`config.mk`:
```
export PLATFORM = sky130hd
export DESIGN_NAME = cam_pixel_capture
export DESIGN_NICKNAME = d
export VERILOG_FILES = /design/src/rtl/cam_pixel_capture_pkg.sv /design/src/rtl/cam_edge_sync.sv /design/src/rtl/cam_pixel_capture.sv
export SDC_FILE = /design/constraint.sdc
export NUM_CORES = 1
export LEC_CHECK = 0
export CAP_MARGIN = 15
export CORE_ASPECT_RATIO = 0.5
export CORE_MARGIN = 3
export CORE_UTILIZATION = 53
export CTS_CLUSTER_SIZE = 40
export DETAILED_ROUTE_END_ITERATION = 12
export GPL_TIMING_DRIVEN = 0
export PLACE_DENSITY = 0.85
export SYNTH_ARGS = -nofsm -noshare
export SYNTH_HDL_FRONTEND = slang
export SYNTH_SLANG_ARGS = --single-unit
```
`constraint.sdc`:
```
create_clock -name clk -period 6.5 [get_ports clk]
set_input_delay 1.95 -clock clk [delete_from_list [all_inputs] [get_ports clk]]
set_output_delay 1.95 -clock clk [all_outputs]
set_load 0.03 [all_outputs]
```
`src/rtl/cam_pixel_capture_pkg.sv`:
```
// Shared definitions for the camera pixel capture block: FSM encoding,
// bytes-per-pixel limits and the drop counter width.
package cam_pixel_capture_pkg;

    localparam int ST_W = 2;
    localparam logic [ST_W-1:0] ST_IDLE     = 2'd0;
    localparam logic [ST_W-1:0] ST_WAIT_SOF = 2'd1;
    localparam logic [ST_W-1:0] ST_LINE     = 2'd2;

    localparam int BPP_MIN = 1;
    localparam int BPP_MAX = 4;
    localparam int BIDX_W  = $clog2(BPP_MAX);

    localparam int DROP_W = 16;

    // Saturating increment for the dropped-pixel counter.
    function automatic logic [DROP_W-1:0] sat_inc_drop(input logic [DROP_W-1:0] v);
        if (&v) begin
            return v;
        end else begin
            return v + DROP_W'(1);
        end
    endfunction

endpackage

```
`src/rtl/cam_edge_sync.sv`:
```
// Two-flop synchroniser for one camera timing line, with rise/fall detect
// taken between the first and second stage.
module cam_edge_sync (
    input  logic clk,
    input  logic rst_n,
    input  logic d_i,
    output logic level_o,
    output logic rise_o,
    output logic fall_o
);

    logic s1_q;
    logic s2_q;

    // Synchroniser stages.
    always_ff @(posedge clk or negedge rst_n) begin
        if (!rst_n) begin
            s1_q <= 1'b0;
            s2_q <= 1'b0;
        end else begin
            s1_q <= d_i;
            s2_q <= s1_q;
        end
    end

    assign level_o = s1_q;
    assign rise_o  = s1_q & ~s2_q;
    assign fall_o  = ~s1_q & s2_q;

endmodule

```
`src/rtl/cam_pixel_capture.sv`:
```
// Captures pixels from a parallel CMOS sensor into the clk domain, applying a
// per-frame crop window and power-of-two decimation before the output FIFO.
module cam_pixel_capture
    import cam_pixel_capture_pkg::*;
#(
    parameter int BPP  = 2,
    parameter int X_W  = 11,
    parameter int Y_W  = 10,
    parameter int FC_W = 16
) (
    input  logic               clk,
    input  logic               rst_n,
    input  logic               enable_i,
    input  logic               clr_status_i,
    input  logic               cmos_pclk_i,
    input  logic               cmos_href_i,
    input  logic               cmos_vsync_i,
    input  logic [7:0]         cmos_db_i,
    input  logic [X_W-1:0]     win_x0_i,
    input  logic [X_W-1:0]     win_x1_i,
    input  logic [Y_W-1:0]     win_y0_i,
    input  logic [Y_W-1:0]     win_y1_i,
    input  logic [1:0]         decim_i,
    input  logic               out_full_i,
    output logic               out_valid_o,
    output logic [8*BPP-1:0]   out_data_o,
    output logic               out_sof_o,
    output logic               out_eol_o,
    output logic               busy_o,
    output logic               frame_done_o,
    output logic [FC_W-1:0]    frame_cnt_o,
    output logic               overflow_o,
    output logic [DROP_W-1:0]  drop_cnt_o
);

    localparam int PW = 8 * BPP;
    localparam logic [X_W-1:0]    X_ONES    = {X_W{1'b1}};
    localparam logic [Y_W-1:0]    Y_ONES    = {Y_W{1'b1}};
    localparam logic [BIDX_W-1:0] BIDX_LAST = BIDX_W'(BPP - BPP_MIN);

    logic pclk_rise_s, pclk_level_unused_s, pclk_fall_unused_s;
    logic href_level_s, href_rise_s, href_fall_s;
    logic vsync_rise_s, vsync_fall_s, vsync_level_unused_s;

    cam_edge_sync u_sync_pclk (
        .clk(clk), .rst_n(rst_n), .d_i(cmos_pclk_i),
        .level_o(pclk_level_unused_s), .rise_o(pclk_rise_s), .fall_o(pclk_fall_unused_s)
    );
    cam_edge_sync u_sync_href (
        .clk(clk), .rst_n(rst_n), .d_i(cmos_href_i),
        .level_o(href_level_s), .rise_o(href_rise_s), .fall_o(href_fall_s)
    );
    cam_edge_sync u_sync_vsync (
        .clk(clk), .rst_n(rst_n), .d_i(cmos_vsync_i),
        .level_o(vsync_level_unused_s), .rise_o(vsync_rise_s), .fall_o(vsync_fall_s)
    );

    logic [7:0]        db_s1_q;
    logic [ST_W-1:0]   state_q, state_d;
    logic [X_W-1:0]    x_q, x_d, wx0_q, wx0_d, wx1_q, wx1_d;
    logic [Y_W-1:0]    y_q, y_d, wy0_q, wy0_d, wy1_q, wy1_d;
    logic [1:0]        decim_q, decim_d;
    logic [BIDX_W-1:0] bidx_q, bidx_d;
    logic [PW-1:0]     pix_q, pix_d, out_data_q, out_data_d;
    logic              sof_pend_q, sof_pend_d;
    logic              out_valid_q, out_valid_d, out_sof_q, out_sof_d, out_eol_q, out_eol_d;
    logic              frame_done_q, frame_done_d, busy_q, busy_d;
    logic [FC_W-1:0]   frame_cnt_q, frame_cnt_d;
    logic              overflow_q, overflow_d;
    logic [DROP_W-1:0] drop_cnt_q, drop_cnt_d;
    logic              drop_s, keep_s, byte_stb_s;
    logic [X_W-1:0]    xmask_s, dx_s, last_col_s;
    logic [Y_W-1:0]    ymask_s, dy_s;

    // href high in both stages equals level high without a rise this cycle.
    assign byte_stb_s = pclk_rise_s & href_level_s & ~href_rise_s;

    assign xmask_s    = ~(X_ONES << decim_q);
    assign ymask_s    = ~(Y_ONES << decim_q);
    assign dx_s       = x_q - wx0_q;
    assign dy_s       = y_q - wy0_q;
    assign last_col_s = wx0_q + ((wx1_q - wx0_q) & ~xmask_s);
    assign keep_s     = (x_q >= wx0_q) && (x_q <= wx1_q) &&
                        (y_q >= wy0_q) && (y_q <= wy1_q) &&
                        ((dx_s & xmask_s) == {X_W{1'b0}}) &&
                        ((dy_s & ymask_s) == {Y_W{1'b0}});

    // Frame/line sequencing, pixel assembly and the keep decision.
    always_comb begin
        state_d      = state_q;
        x_d          = x_q;
        y_d          = y_q;
        bidx_d       = bidx_q;
        pix_d        = pix_q;
        sof_pend_d   = sof_pend_q;
        wx0_d        = wx0_q;
        wx1_d        = wx1_q;
        wy0_d        = wy0_q;
        wy1_d        = wy1_q;
        decim_d      = decim_q;
        frame_cnt_d  = frame_cnt_q;
        frame_done_d = 1'b0;
        out_valid_d  = 1'b0;
        out_sof_d    = 1'b0;
        out_eol_d    = 1'b0;
        out_data_d   = out_data_q;
        drop_s       = 1'b0;
        case (state_q)
            ST_IDLE: begin
                if (enable_i) begin
                    state_d = ST_WAIT_SOF;
                end else begin
                    state_d = ST_IDLE;
                end
            end
            ST_WAIT_SOF: begin
                if (vsync_fall_s) begin
                    state_d    = ST_LINE;
                    wx0_d      = win_x0_i;
                    wx1_d      = win_x1_i;
                    wy0_d      = win_y0_i;
                    wy1_d      = win_y1_i;
                    decim_d    = decim_i;
                    x_d        = {X_W{1'b0}};
                    y_d        = {Y_W{1'b0}};
                    bidx_d     = {BIDX_W{1'b0}};
                    sof_pend_d = 1'b1;
                end else begin
                    state_d = ST_WAIT_SOF;
                end
            end
            ST_LINE: begin
                if (vsync_rise_s) begin
                    state_d      = enable_i ? ST_WAIT_SOF : ST_IDLE;
                    frame_done_d = 1'b1;
                    frame_cnt_d  = frame_cnt_q + FC_W'(1);
                end else if (href_fall_s) begin
                    x_d    = {X_W{1'b0}};
                    bidx_d = {BIDX_W{1'b0}};
                    y_d    = (y_q == Y_ONES) ? y_q : y_q + Y_W'(1);
                end else if (byte_stb_s) begin
                    pix_d = (pix_q << 4'd8) | PW'(db_s1_q);
                    if (bidx_q == BIDX_LAST) begin
                        bidx_d = {BIDX_W{1'b0}};
                        x_d    = (x_q == X_ONES) ? x_q : x_q + X_W'(1);
                        if (keep_s && out_full_i) begin
                            drop_s = 1'b1;
                        end else if (keep_s) begin
                            out_valid_d = 1'b1;
                            out_data_d  = pix_d;
                            out_sof_d   = sof_pend_q;
                            out_eol_d   = (x_q == last_col_s);
                            sof_pend_d  = 1'b0;
                        end else begin
                            drop_s = 1'b0;
                        end
                    end else begin
                        bidx_d = bidx_q + BIDX_W'(1);
                    end
                end else begin
                    state_d = ST_LINE;
                end
            end
            default: begin
                state_d = ST_IDLE;
            end
        endcase
        busy_d = (state_d != ST_IDLE);
    end

    // Sticky overflow and drop counter; a drop in the clear cycle survives.
    always_comb begin
        if (drop_s) begin
            overflow_d = 1'b1;
            drop_cnt_d = clr_status_i ? DROP_W'(1) : sat_inc_drop(drop_cnt_q);
        end else if (clr_status_i) begin
            overflow_d = 1'b0;
            drop_cnt_d = {DROP_W{1'b0}};
        end else begin
            overflow_d = overflow_q;
            drop_cnt_d = drop_cnt_q;
        end
    end

    // State and output registers.
    always_ff @(posedge clk or negedge rst_n) begin
        if (!rst_n) begin
            db_s1_q      <= 8'd0;
            state_q      <= ST_IDLE;
            x_q          <= {X_W{1'b0}};
            y_q          <= {Y_W{1'b0}};
            bidx_q       <= {BIDX_W{1'b0}};
            pix_q        <= {PW{1'b0}};
            sof_pend_q   <= 1'b0;
            wx0_q        <= {X_W{1'b0}};
            wx1_q        <= {X_W{1'b0}};
            wy0_q        <= {Y_W{1'b0}};
            wy1_q        <= {Y_W{1'b0}};
            decim_q      <= 2'd0;
            out_valid_q  <= 1'b0;
            out_sof_q    <= 1'b0;
            out_eol_q    <= 1'b0;
            out_data_q   <= {PW{1'b0}};
            frame_done_q <= 1'b0;
            frame_cnt_q  <= {FC_W{1'b0}};
            busy_q       <= 1'b0;
            overflow_q   <= 1'b0;
            drop_cnt_q   <= {DROP_W{1'b0}};
        end else begin
            db_s1_q      <= cmos_db_i;
            state_q      <= state_d;
            x_q          <= x_d;
            y_q          <= y_d;
            bidx_q       <= bidx_d;
            pix_q        <= pix_d;
            sof_pend_q   <= sof_pend_d;
            wx0_q        <= wx0_d;
            wx1_q        <= wx1_d;
            wy0_q        <= wy0_d;
            wy1_q        <= wy1_d;
            decim_q      <= decim_d;
            out_valid_q  <= out_valid_d;
            out_sof_q    <= out_sof_d;
            out_eol_q    <= out_eol_d;
            out_data_q   <= out_data_d;
            frame_done_q <= frame_done_d;
            frame_cnt_q  <= frame_cnt_d;
            busy_q       <= busy_d;
            overflow_q   <= overflow_d;
            drop_cnt_q   <= drop_cnt_d;
        end
    end

    assign out_valid_o  = out_valid_q;
    assign out_data_o   = out_data_q;
    assign out_sof_o    = out_sof_q;
    assign out_eol_o    = out_eol_q;
    assign busy_o       = busy_q;
    assign frame_done_o = frame_done_q;
    assign frame_cnt_o  = frame_cnt_q;
    assign overflow_o   = overflow_q;
    assign drop_cnt_o   = drop_cnt_q;

endmodule

```
**Word-level counts from Yosys, hierarchy flattened**

Index checks and enable logic that the tools add are counted.

- $add $sub $neg: 9
- Magnitude comparators: 4
- Eq/ne operators: 19
- Shifts and indexed selects: 2
- Mux-type cells: 67
- Bitwise gates (word level): 23
- Reduce and logical (&&, ||, !) cells: 22

Operators with widths:

| operator | count |
|---|---|
| two-way mux 11 bit | 6 |
| two-way mux 16 bit | 4 |
| two-way mux 10 bit | 4 |
| two-way mux 1 bit | 39 |
| adder 16 x 1 -> 16 bit, second input constant | 2 |
| bitwise AND 11 bit | 2 |
| inverter 11 bit | 2 |
| one-hot mux 11 bit (2 select lines) | 1 |
| subtractor 11 bit | 2 |
| one-hot mux 10 bit (2 select lines) | 1 |
| two-way mux 2 bit | 9 |
| inequality test 2 bit, second input constant | 9 |
| bitwise OR 16 x 8 -> 16 bit | 1 |
| AND reduction 16 bit | 1 |
| adder 11 x 1 -> 11 bit, second input constant | 1 |
| adder 11 bit | 1 |
| == test 11 bit | 1 |
| == test 11 bit, second input constant | 1 |
| >= comparator 11 bit | 1 |
| less-or-equal comparator 11 bit | 1 |
| logical NOT 11 bit | 1 |
| << shifter 11 x 2 -> 11 bit, first input constant | 1 |
| adder 10 x 1 -> 10 bit, second input constant | 1 |
| bitwise AND 10 bit | 1 |
| 26 further kinds | 53 |

- Bits in registers: 146
- Input bits: 60
- Output and inout bits: 54
- Word-level logic and storage cells: 173

**Logic depth before layout (Yosys ltp)**

Gate-level depths: netlist (run 1).

- Depth after elaboration: 15
- Depth in mapped cells: 16
- Gate-level depth less buffers: 16

**Hierarchy**

From an unflattened synthesis (run 1), not the netlist that was laid out.

- Cells, all modules: 808
- Area total of the unflattened synthesis: 8076.5 µm²

Modules (own cells, without submodules):

| module | times used | cells each | area an instance (µm²) | sequential area each (µm²) |
|---|---|---|---|---|
| cam_pixel_capture | 1 | 796 | 7881.3 | 3503.4 |
| cam_edge_sync | 3 | 4 | 65.1 | 50.0 |

**Least setup slack after synthesis (run 1)**

Ideal clock, no wire load.

- Kind: register to register
- Start: reg wx0_q[1]
- End: reg out_eol_q, in the netlist out_eol_o
- Setup time: 0.100 ns
- Arrival: 3.455 ns
- Required time: 6.400 ns
- Setup slack: 2.944 ns
- Stages on the path, launching flop included: 17
- Buffers on the path: 0
- Clock period less this slack: 3.556 ns
- Cell sequence: dfrtp_1 inv_1 ha_1 nor2b_1 o21ai_0 a21boi_0 o21ai_0 a21oi_1 or4b_2 nand3_1 ha_1 and2_1 o21ai_0 o311ai_0 a211oi_1 xnor2_1 nor4bb_1

- Longest elaborated chain between the ends: 13
- Elaborated cells on any way between the ends: 21
- Classes of those cells: add/sub (3); order compare (1); eq/ne (1); mux (7); bitwise (2); reduce/logical (7)

Ends and longest elaborated chain:

| what | line | RTL |
|---|---|---|
| from (decl) | cam_pixel_capture.sv:60 | `logic [X_W-1:0] x_q, x_d, wx0_q, wx0_d, wx1_q, wx1_d;` |
| from (signal assigned) | cam_pixel_capture.sv:195 | `wx0_q <= {X_W{1'b0}};` |
| from (signal assigned) | cam_pixel_capture.sv:217 | `wx0_q <= wx0_d;` |
| parallel branches: the longest is 7 deep, another holds subtractor 11 bit | -- |  |
| two-way mux 1 bit (*) | cam_pixel_capture.sv:146 | `if (keep_s && out_full_i) begin` |
| two-way mux 1 bit (*) | cam_pixel_capture.sv:143 | `if (bidx_q == BIDX_LAST) begin` |
| two-way mux 1 bit (*) | cam_pixel_capture.sv:141 | `end else if (byte_stb_s) begin` |
| two-way mux 1 bit (*) | cam_pixel_capture.sv:137 | `end else if (href_fall_s) begin` |
| two-way mux 1 bit (*) | cam_pixel_capture.sv:133 | `if (vsync_rise_s) begin` |
| two-way mux 1 bit (*) | cam_pixel_capture.sv:108 | `case (state_q)` |
| via out_eol_d | cam_pixel_capture.sv:66 | `logic out_valid_q, out_valid_d, out_sof_q, out_sof_d, out_eol_q, out_eol_d;` |
| to (signal assigned) | cam_pixel_capture.sv:224 | `out_eol_q <= out_eol_d;` |
| to (decl) | cam_pixel_capture.sv:66 |  |

Mark *: on every way through the listed nets, which the timed path passes.
A chain may end at the register's enable or synchronous reset.

**Worst setup path after layout (run 1)**

Ends and elaborated chain as after synthesis.

==> impl.org, run 1 <==
** Timing
- Minimum clock period :: 4.43 ns
- Final number of max-transition violations :: 0
- Final-layout setup total negative slack :: 0 ns
- For this run, the top clock speed supported by timing is 226 MHz.
- Setup violations remaining at the end of the flow were counted as 0.
- In the finished design, the share of the clock period the worst path needs comes to 0.681.
- Worst-case clock skew :: 0.00817 ns
- For the pin with the worst max-slew slack, the measured transition is 1.02 ns.
- Number of hold violations in the final report :: 0
- Headroom to the max-slew limit came out at 0.309.
- Setup repair after global routing left no endpoint under its margin.

** Place
- Detail Placement HPWL :: 14,300 µm
- Final weighted congestion of routability-driven global placement :: between 0.8 and 0.9
- Port buffering added about 110 buffers.

** Clock network
- Clock latency on the worst-skew pair :: 0.43 ns
- Buffer type at the clock tree root :: clkbuf_16
- Number of setup buffers added after CTS :: 0
- In this run, post-CTS repair resized a total of 0 instances.
- Clock-pin slew was measured on the worst setup and hold paths at ~0.07 ns.
- Clock tree from TritonCTS :: yes
- Total of hold buffers inserted after clock tree synthesis :: 0
- The longest clock path from root to sink contains 2 buffers.
- CTS saw around 150 sinks.
- Number of H-tree branching levels :: 4
- Cts bufs inserted :: 17

** Finish
- Number of nets in the layout :: 1,063
- In the final layout, the multi-input gates occupy 4430 µm².
- Synthesis-to-layout area growth :: 23.6%
- Diodes inserted :: 0
- In the final layout, the share of cells above drive strength 1 is 0.130.
- Layout fillers :: around 1.1k
- Seq. cell area :: 3650 µm²

** Setup path
- The largest single stage delay on the critical path is between 0.6 and 0.7 ns.
- Critical-path cell list :: inv_1 -> ha_1 -> nor2b_1 -> o21ai_0 -> a21boi_0 -> o21ai_0 -> a21oi_1 -> or4b_2 -> nand3_1 -> ha_1 -> and2_1 -> o21ai_0 -> o311ai_0 -> a211oi_1 -> xnor2_1 -> nor4bb_1
- Startpoint type of the worst setup path :: flop
- Most frequent cell on the critical path :: o21ai_0
- Worst r2r path cells :: 16
- For this design, the slowest cell found on the critical path is or4b_2.
- CP Capture Type :: flop
- Arrival time worst endpoint :: 4.73 ns
- Crit path kind :: reg2reg
- Max Fanout on Critical Path :: 5
- For the worst setup path, the data required time is 6.80 ns.

** Floorplan
- Effective utilization at floorplan :: 0.560
- The die covers 17,400 µm².
- Measured along the y axis, the die boundary spans 94.9 µm.
- # rows :: 31
- Width of the die :: 184 µm
- The core region is around 15,000 µm².
- Number of I/O pins :: 114

** Route
- The first detailed-routing pass took 5 iterations.
- The final layout contains routed wiring with a total length of 19,600 µm.
- Once detail routing completed, the nets flagged for antenna violations numbered 0.
- DR vias :: 6,557
- For this run, design rule violations remaining after detail routing come to 0.
- Dividing the detail-routed wire length by the instance count gives 17.2 µm.
- Detailed router's first-iteration violation count :: 327
- Vias per cell :: 5.76

** GRT
- Wire length of the first global-routing pass :: approximately 33,000 µm
- After global routing the overflow that remains totals 0.
- The via count of the first global-routing pass came to ~6.7k.
- The initial antenna violation count was 0.
- Entering global routing, the biggest net connects 77 pins.
- Total GRT Usage :: 0.235

** Logic synthesis
- Total standard cell area after synthesis :: between 8000 and 9000 µm²
- Post-Synthesis Net Count :: 930
- EDFF count, synth :: 0
- Synthesis instantiated 59 different standard cells from the library.
- Number of flip-flops and latches in the synthesized netlist :: 146
- In the synthesized netlist, the number of instances is about 790.
- Average cell area after synthesis :: 10.6 µm²
- The share of the Yosys chip area taken by registers is 0.436.
- Area fraction of the dominant cell type after synthesis :: 0.436
- Area leader, netlist :: dfrtp_1
- After synthesis, the cell types taking the most area are dfrtp_1, ha_1, mux2_2.
- In the synthesized netlist the async set-or-reset flop fraction comes to 1.00.
- Ys flop type :: dfrtp_1
- Synthesis warning total :: 0
- In the synthesized netlist, the cells that appear most often are dfrtp_1, ha_1, mux2_2.
- Most common cell in the netlist :: dfrtp_1

** Pwr
- Across the VDD grid, the largest voltage drop is around 0.28 mV.
- Leak pwr :: 4.75 nW
- Post-route total power :: 4.61 mW
- In this run the power density over the cells is roughly 440 nW/µm².

** Worst hold path
- Worst min path class :: reg2reg
- The worst hold path passes through 0 cells.

** Outcome
- The flow ran to the end, and the final reports show no timing, DRC or antenna violations.

** Job
- The tool flagged a number of max-cap violations equal to 0.
==> critical path: cells and delay by family, from the launching register on <==
family                     cells  cell delay (ns)
xor gates and xnor gates       1             0.16
AOI/OAI and AO/OA              7             1.60
buffers and inverters          1             0.14
and+or+nand+nor                5             1.37
adders and majority gates      2             0.57
DFF                            1             0.47
==> cells by family after synthesis <==
| logic type | Yosys count | synth area share |
|---|---|---|
| fa+ha+maj | 76 | 0.117 |
| buf+inv | 75 | 0.0354 |
| simple gates | 243 | 0.154 |
| mux | 77 | 0.107 |
| xor+xnor | 53 | 0.0554 |
| compound gates | 124 | 0.0951 |
| flops | 146 | 0.436 |
==> where the power goes <==
part / internal [mW] / leakage [nW] / switching (mW)
Sequential: 1.09 / 1.89 / 0.147
Clock: 0.538 / 0.274 / 0.426
Combinational: 1.14 / 2.58 / 1.28
Total: 2.76 / 4.75 / 1.85
==> placed cells by master (no fill, tap or decap), types with 5 or more instances in the layout <==
cell type	synthesis	layout
dfrtp_1	146	146
clkdlybuf4s50_1	0	112
ha_1	72	72
mux2_2	63	63
inv_1	56	56
nand2_1	48	48
nor2_1	48	48
a21oi_1	38	38
xnor2_1	33	33
nand3_1	30	30
o21ai_0	27	27
xor2_1	20	20
and3_1	18	18
nor3_1	17	17
clkbuf_1	16	17
clkbuf_16	0	17
or4_1	14	14
nand4_1	13	13
and2_1	12	12
o31ai_1	12	12
mux2_4	10	10
nor2b_1	9	9
a21o_1	8	8
or2_2	5	5
nand3b_1	5	5
a211oi_1	5	5
o21ai_1	5	5
nor4_1	5	5
clkinv_4	0	5
inv_6	0	5
==> area by class of cell <==
type                    count  area share
repair buffers            114       0.112
flip-flops and latches    146       0.353
inverters                  56      0.0203
multi-input cells         573       0.428
clock buffers              18      0.0414
plain buffers              19     0.00833
well taps                 198      0.0239
clock inverters            14      0.0139
==> path summary, 6_finish.rpt <==
check,slack (ns),start,to
max,2.07,wx0_q[1],out_eol_o
min,0.40,u_sync_pclk.level_o,u_sync_pclk.s2_q
max reg2reg,2.07,wx0_q[1],out_eol_o
min reg2reg,0.40,u_sync_pclk.level_o,u_sync_pclk.s2_q
max in group asynchronous,4.13,rst_n,wx1_q[7]
min in group asynchronous,1.54,rst_n,drop_cnt_o[4]
==> flip-flops by register name, summed over array words and instances, names as in the netlist, 2 cells and up <==
| name | count |
|---|---|
| drop_cnt_o | 16 |
| y_q | 10 |
| pix_q | 8 |
| out_data_o | 16 |
| bidx_q | 2 |
| wx0_q | 11 |
| wy1_q | 10 |
| x_q | 11 |
| decim_q | 2 |
| frame_cnt_o | 16 |
| db_s1_q | 8 |
| state_q | 2 |
| wx1_q | 11 |
| wy0_q | 10 |
==> routing by layer <==
| metal | global-route usage | routed length [µm] | part of all wire |
|---|---|---|---|
| met5 | 0 | 0 | 0 |
| met4 | 0.0767 | 312 | 0.016 |
| met3 | 0.0512 | 946 | 0.048 |
| met2 | 0.394 | 9540 | 0.49 |
| met1 | 0.307 | 8790 | 0.45 |
==> metrics by stage <==
stage	setup slack, ns	hold WS, ns	utilization	area [µm²]	cells
2_1_floorplan	2.94	0.367	-	8380	794
3_3_place_gp	-2.25	0.381	0.652	9760	1105
3_5_place_dp	2.20	0.391	0.654	9790	1106
4_1_cts	2.17	0.406	0.692	10400	1138
5_1_grt	1.85	0.418	0.692	10400	1138
6_report	2.07	0.399	0.692	10400	1138
Note: power is estimated with default switching activity, not from simulation.
==> run 2: changes to the inputs <==
==> constraint.sdc (replaced) <==
create_clock -name clk -period 4.3 [get_ports clk]
set_input_delay 1.29 -clock clk [delete_from_list [all_inputs] [get_ports clk]]
set_output_delay 1.29 -clock clk [all_outputs]
set_load 0.03 [all_outputs]
==> impl.org, run 2 (synthesized netlist as in run 1, its figures left out) <==
** Job
- The count of max-cap constraint violations was 0 (unchanged).

** Timing
- Achievable clock frequency :: 243 MHz (+7.7%)
- Setup repair after global routing left no endpoint under its margin.
- The final period utilization is 0.956 (+0.275).
- Actual transition at the worst max-transition pin :: 1.02 ns (-0.00487 ns)
- The number of endpoints failing setup at the final stage was 0 (unchanged).
- The clock period minus worst slack was 4.11 ns (-0.317 ns).
- Number of hold violations in the final report :: 0 (unchanged)
- The headroom to the max-slew limit was 0.313 (+0.00329).
- The final worst slack is 0.191 ns (-1.88 ns).
- Final number of max-transition violations :: 0 (unchanged)
- The worst-case clock skew was 0.00811 ns (-0.0000586 ns).

** Clock network
- TritonCTS built the clock tree.
- Total of hold buffers inserted after clock tree synthesis :: 0 (unchanged)
- Cts bufs inserted :: 17 (unchanged)
- Clock latency on the worst-skew pair :: 0.42 ns (about the same)
- The cell sitting at the root of the clock tree is a clkbuf_16.
- The post-CTS repair timing setup buffer count is 0 (unchanged).
- Number of H-tree branching levels :: 4 (unchanged)
- The number of buffers between clock root and the deepest sink was 2 (unchanged).
- Clk sinks :: 146 (unchanged)
- Clock transition time at the flip-flop clock pins of the worst setup and hold paths :: 0.07 ns (about the same)

** Place
- The pre-CTS worst setup slack came to -0.000686 ns (-2.20 ns).
- The placed wire-length estimate after detailed placement came to 14,300 µm (unchanged).
- The final RePlAce weighted congestion came to 0.864 (unchanged).
- Post-place instance area :: 9790 µm² (unchanged)
- The number of placed cells counting well taps was 1,106 (unchanged).
- The number of buffer cells added on primary ports came to 113 (unchanged).

** GRT
- Via count of the first global-routing pass :: 6,747 (unchanged)
- The total global routing overflow is 0 (unchanged).
- The global-route wire length before repair came to 32,500 µm (unchanged).
- Most crowded layer after global routing :: met2
- The met1 track utilization from global routing came to 0.307 (unchanged).
- The global router's overall resource usage came to 0.235 (unchanged).
- The pin count of the biggest net entering global routing is 77 (unchanged).
- Number of antenna violations at the first check in global routing :: 0 (unchanged)
- GR met3 Demand/Resource :: 0.0512 (unchanged)
- The met2 routing resource usage after global routing is 0.394 (unchanged).

** Setup path
- The worst register-to-register path ends at out_eol_o.
- Critical Path RT :: 4.60 ns (-2.20 ns)
- Crit path kind :: reg2reg
- The highest fanout seen on the critical path is 5 (unchanged).
- The slack of the worst reg-to-reg path was 0.19 ns (-1.88 ns).
- Worst r2r path cells :: 16 (unchanged)
- R2r startpoint :: wx0_q[1]
- Startpoint type of the worst setup path :: flop
- Arrival time worst endpoint :: 4.41 ns (-0.32 ns)
- The worst setup path is captured at a flop.

** Finish
- Highest-count cells in the layout ignoring fill and taps :: dfrtp_1, clkdlybuf4s50_1, ha_1
- End-of-flow core utilization :: 0.692 (about the same)
- The area added between synthesis and finish is 23.6% (about the same).
- The ratio of cells with drive above 1 in the final layout is 0.131 (+0.00106).
- Combined area of the multi-input logic cells :: 4430 µm² (unchanged)
- Cell area after layout :: 10,400 µm² (about the same)
- Leaving out fill and tap cells, the most frequent cell in the layout is dfrtp_1.
- The number of inserted diodes was 0 (unchanged).
- The count of placed standard cells in the final layout, fillers left out came to 1,138 (unchanged).
- The register area was 3650 µm² (about the same).
- Number of nets in the layout :: 1,063 (unchanged)
- The count of fill cells added during filler insertion came to 1,055 (unchanged).

** Floorplan
- The die area is 17,400 µm² (unchanged).
- The cell row count is 31 (unchanged).
- Die boundary height :: 94.9 µm (unchanged)
- The core area came to 15,000 µm² (unchanged).
- The chip width came to 184 µm (unchanged).
- Effective utilization at floorplan :: 0.560 (unchanged)
- Number of I/O pins :: 114 (unchanged)

** Route
- The routed wirelength normalized by instance count is 17.2 µm (-0.12%).
- Drt pass-1 iters :: 6 (+1)
- The final antenna-violating net count is 0 (unchanged).
- Detailed router's first-iteration violation count :: 314 (-4.0%)
- The via density per instance was 5.75 (-0.12%).
- Total detailed-routing wirelength :: 19,600 µm (-0.12%)
- The DRC violations left was 0 (unchanged).
- DR vias :: 6,549 (-0.12%)

** Worst hold path
- Hold worst-path end :: u_sync_pclk.s2_q
- Min-Delay Path Depth :: 0 (unchanged)
- Startpoint of the lowest-slack hold path :: u_sync_pclk.level_o
- Worst min path class :: reg2reg

** Outcome
- The run finished with clean final reports.

** Pwr
- Largest vdd supply drop :: 0.430 mV (+52%)
- The total leakage power is 4.75 nW (about the same).
- Post-route total power :: 6.97 mW (+51%)
- Power density over the cells :: 673 nW/µm² (+51%)
## run 2: cell counts in the layout (fill, tap and decap cells not counted)
No cell type changed its count.
## run 2: worst max path at each step
stage                  start              to  cells past startpoint
detailed placement  wx0_q[1]       out_eol_o                     16
CTS                 wx0_q[1]       out_eol_o                     16
floorplan           wx0_q[1]       out_eol_o                     16
global route        wx0_q[1]       out_eol_o                     16
finish              wx0_q[1]       out_eol_o                     16
global placement       rst_n  out_data_o[15]                      1
## run 2: what timing repair did
item	CTS	global route
setup endpoints to repair	1	1
pin swaps	0	1
hold endpoints to repair	0	0
cloned	0	0
gates resized for setup	1	2
## run 2: layout make-up
type,instances,area share
Timing Repair Buffer,114,0.112
Tap cell,198,0.0239
Inverter,56,0.0203
Sequential cell,146,0.353
Clock inverter,14,0.0139
Clock buffer,18,0.0414
Multi-Input combinational cell,573,0.428
Buffer,19,0.00833
## run 2: metal layers
metal	share of wire	wire, µm	vias up
met1	0.45	8770	3227
met3	0.048	944	39
met2	0.49	9540	179
met4	0.016	308	0
met5	0	0	-
li1	-	-	3104
## run 2: metrics by stage
| step | hold WS [ns] | TNS [ns] |
|---|---|---|
| 6_report | 0.399 | 0 |
| 4_1_cts | 0.406 | 0 |
| 5_1_grt | 0.418 | 0 |
| 3_5_place_dp | 0.391 | -0.000686 |
| 3_3_place_gp | 0.381 | -550.17 |
| 2_1_floorplan | 0.367 | 0 |
## run 2: power by group
part | switching (mW) | leakage, nW | internal, mW
Sequential | 0.222 | 1.89 | 1.64
Clock | 0.643 | 0.274 | 0.813
Combinational | 1.93 | 2.59 | 1.72
## run 2: worst max-delay path, stage by stage (launching register included)
cell and delay (ns):
dfrtp_2 0.45, inv_1 0.14, ha_1 0.24, nor2b_1 0.13, o21ai_1 0.19, a21boi_0 0.16
o21ai_1 0.22, a21oi_1 0.18, or4b_2 0.64, nand3_1 0.12, ha_1 0.27, and2_1 0.18
o21ai_0 0.17, o311ai_0 0.18, a211oi_1 0.26, xnor2_1 0.15, nor4bb_1 0.30
==> run 3: changes to the inputs <==
--- a/config.mk
+++ b/config.mk
@@ -8,11 +8,11 @@
 export CAP_MARGIN = 15
 export CORE_ASPECT_RATIO = 0.5
 export CORE_MARGIN = 3
-export CORE_UTILIZATION = 53
+export CORE_UTILIZATION = 56
 export CTS_CLUSTER_SIZE = 40
 export DETAILED_ROUTE_END_ITERATION = 12
 export GPL_TIMING_DRIVEN = 0
-export PLACE_DENSITY = 0.85
+export PLACE_DENSITY = 0.89
 export SYNTH_ARGS = -nofsm -noshare
 export SYNTH_HDL_FRONTEND = slang
 export SYNTH_SLANG_ARGS = --single-unit
==> impl.org, run 3 (synthesized netlist as in run 1, its figures left out) <==
** Place
- Number of port buffers :: 113 (unchanged)
- Dpl cells :: 1,100 (-0.54%)
- The final RePlAce weighted congestion was 0.897 (+3.8%).
- The placed wire-length estimate after detailed placement came to 14,700 µm (+3.2%).
- Post-place instance area :: 9780 µm² (about the same)

** Setup path
- Worst r2r path cells :: 16 (unchanged)
- The data arrival time of the worst path was 4.37 ns (-0.04 ns).
- Critical-path cell list :: inv_2 -> ha_1 -> nor2b_1 -> o21ai_1 -> a21boi_0 -> o21ai_1 -> a21oi_1 -> or4b_2 -> nand3_1 -> ha_1 -> and2_1 -> o21ai_0 -> o311ai_0 -> a211oi_1 -> xnor2_1 -> nor4bb_4
- Flop2flop setup slack :: 0.25 ns (+0.06 ns)
- Startpoint type of the worst setup path :: flop
- Largest delay share family, worst path :: compound AO/OA/AOI/OAI gates
- The data required time at the worst endpoint is 4.62 ns (+0.02 ns).
- R2r startpoint :: wx0_q[1]
- CP Capture Type :: flop
- The maximum cell stage delay along the critical path is 0.62 ns (-0.02 ns).
- The critical path starts at wx0_q[1].
- Critical register-to-register path endpoint :: out_eol_o
- The total buffers and inverters traversed by the critical path came to 1 (unchanged).
- Crit path kind :: reg2reg
- The slowest stage of the critical path belongs to the cell or4b_2.
- Max Fanout on Critical Path :: 5 (unchanged)

** GRT
- The via count of the first global-routing pass is 7,187 (+6.5%).
- Number of antenna violations at the first check in global routing :: 1 (+1)
- The global router's overall resource usage is 0.270 (+0.0354).
- met2 is the most crowded layer.
- The total global routing overflow is 0 (unchanged).
- Met1 Resource Use GR :: 0.340 (+0.0332)
- The fraction of met3 tracks used by global routing is 0.0565 (+0.00534).
- Maximum number of pins on one net before global-route repair :: 85 (+10%)
- The global-route wire length before repair is 35,700 µm (+9.7%).
- Met2 demand-to-capacity share in global routing :: 0.461 (+0.0664)

** Timing
- The final number of max-transition violations came to 0 (unchanged).
- The final hold violation count is 0 (unchanged).
- Setup repair after global routing left no endpoint under its margin.
- The clock period minus worst slack was 4.05 ns (-0.0575 ns).
- The slew at the pin with the worst max-slew slack came to 1.29 ns (+0.269 ns).
- Final critical-path share of the clock period :: 0.942 (-0.0134)
- The worst-case clock skew was 0.0113 ns (+0.00323 ns).
- Max_slew headroom :: 0.130 (-0.182)
- The final-layout worst hold slack was 0.409 ns (+0.0102 ns).
- The number of endpoints failing setup at the final stage came to 0 (unchanged).
- Achievable clock frequency :: 247 MHz (+1.4%)

** Worst hold path
- Hold worst-path end :: u_sync_pclk.s2_q
- Startpoint of the lowest-slack hold path :: u_sync_pclk.level_o
- The count of cells along the worst hold path was 0 (unchanged).
- In this run the worst hold path is classified as reg2reg.

** Floorplan
- Width of the die :: 179 µm (-2.6%)
- # rows :: 30 (-3.2%)
- Number of I/O pins :: 114 (unchanged)
- Core outline area :: 14,100 µm² (-6.0%)
- DIE AREA :: 16,600 µm² (-5.1%)
- Effective utilization at floorplan :: 0.595 (+0.0356)
- The die boundary height came to 92.5 µm (-2.5%).

** Clock network
- The number of buffers between clock root and the deepest sink was 2 (unchanged).
- Clock transition time at the flip-flop clock pins of the worst setup and hold paths :: 0.07 ns (about the same)
- Clk sinks :: 146 (unchanged)
- Clock tree from TritonCTS :: yes
- Number of H-tree branching levels :: 4 (unchanged)
- The hold-fix buffer count after cts is 0 (unchanged).
- The clock network latency to the later pin of the worst-skew pair came to 0.42 ns (about the same).
- Clock tree synthesis selected as its root buffer the cell clkbuf_16.
- Cts bufs inserted :: 17 (unchanged)
- Number of setup buffers added after CTS :: 0 (unchanged)

** Route
- Routed wire length per instance :: 19.1 µm (+11%)
- Post-route DRC violation count :: 0 (unchanged)
- Vias per cell :: 6.05 (+5.2%)
- DR vias :: 6,851 (+4.6%)
- The number of iterations in the first detailed-routing pass is 6 (unchanged).
- The final antenna-violating net count came to 0 (unchanged).
- The number of DRC markers after the initial detailed-route iteration is 625 (+99%).
- Total detailed-routing wirelength :: 21,700 µm (+11%)

** Finish
- Combined area of the multi-input logic cells :: 4450 µm² (+0.34%)
- The area added between synthesis and finish is 23.6% (about the same).
- Highest-count cells in the layout ignoring fill and taps :: dfrtp_1, clkdlybuf4s50_1, ha_1
- The total number of nets in the final design is 1,063 (unchanged).
- Layout fillers :: 900 (-15%)
- Cell area after layout :: 10,400 µm² (about the same)
- Post-route non-filler standard cell count :: 1,132 (-0.53%)
- Diodes inserted :: 0 (unchanged)
- Fraction of final layout cells sized beyond drive strength 1 :: 0.134 (+0.00319)
- Most common cell after layout, fill and taps aside :: dfrtp_1
- The register area is 3650 µm² (unchanged).

** Pwr
- The worst voltage drop across the vdd grid was 0.396 mV (-7.9%).
- The total chip power came to 7.14 mW (+2.4%).
- The total leakage power came to 4.75 nW (about the same).
- Power density over the cells :: 689 nW/µm² (+2.5%)

** Job
- Maximum capacitance violations :: 0 (unchanged)

** Outcome
- The run finished with clean final reports.
==> run 3: power by group <==
part           switching, mW  internal [mW]  total (mW)
clock network          0.657          0.772        1.43
registers              0.239           1.64        1.88
logic                   2.07           1.76        3.83
total                   2.97           4.17        7.14
==> run 3: final cells by class <==
| cell class | instances | area share |
|---|---|---|
| Clock inverter | 14 | 0.0117 |
| Timing Repair Buffer | 114 | 0.112 |
| Sequential cell | 146 | 0.353 |
| Buffer | 19 | 0.00834 |
| Inverter | 56 | 0.0203 |
| Multi-Input combinational cell | 573 | 0.429 |
| Tap cell | 192 | 0.0232 |
| Clock buffer | 18 | 0.0424 |
==> run 3: worst max path at each step <==
| stage | to | cells past startpoint |
|---|---|---|
| final | out_eol_o | 16 |
| after global routing | out_eol_o | 16 |
| after CTS | out_eol_o | 16 |
| after detailed placement | out_eol_o | 16 |
| after global placement | out_data_o[14] | 1 |
| after floorplan | out_eol_o | 16 |
==> run 3: metal layers <==
layer / wire [µm] / vias to the layer above
li1: - / 3094
met1: 8910 / 3390
met2: 10800 / 293
met3: 1440 / 72
met4: 539 / 2
met5: 8 / -
==> run 3: timing repair <==
item / CTS / global route
gates cloned: 0 / 0
endpoints found under the setup margin: 1 / 1
pin swaps: 0 / 2
gates resized for setup: 1 / 5
==> run 3: through the flow <==
stage                     setup slack, ns   util  TNS [ns]
after floorplan                     0.744      -         0
after global placement              -3.75  0.693   -545.64
after detailed placement          -0.0819  0.695   -0.0819
after CTS                         0.00736  0.735         0
after global routing               0.0675  0.736         0
final                               0.248  0.736         0
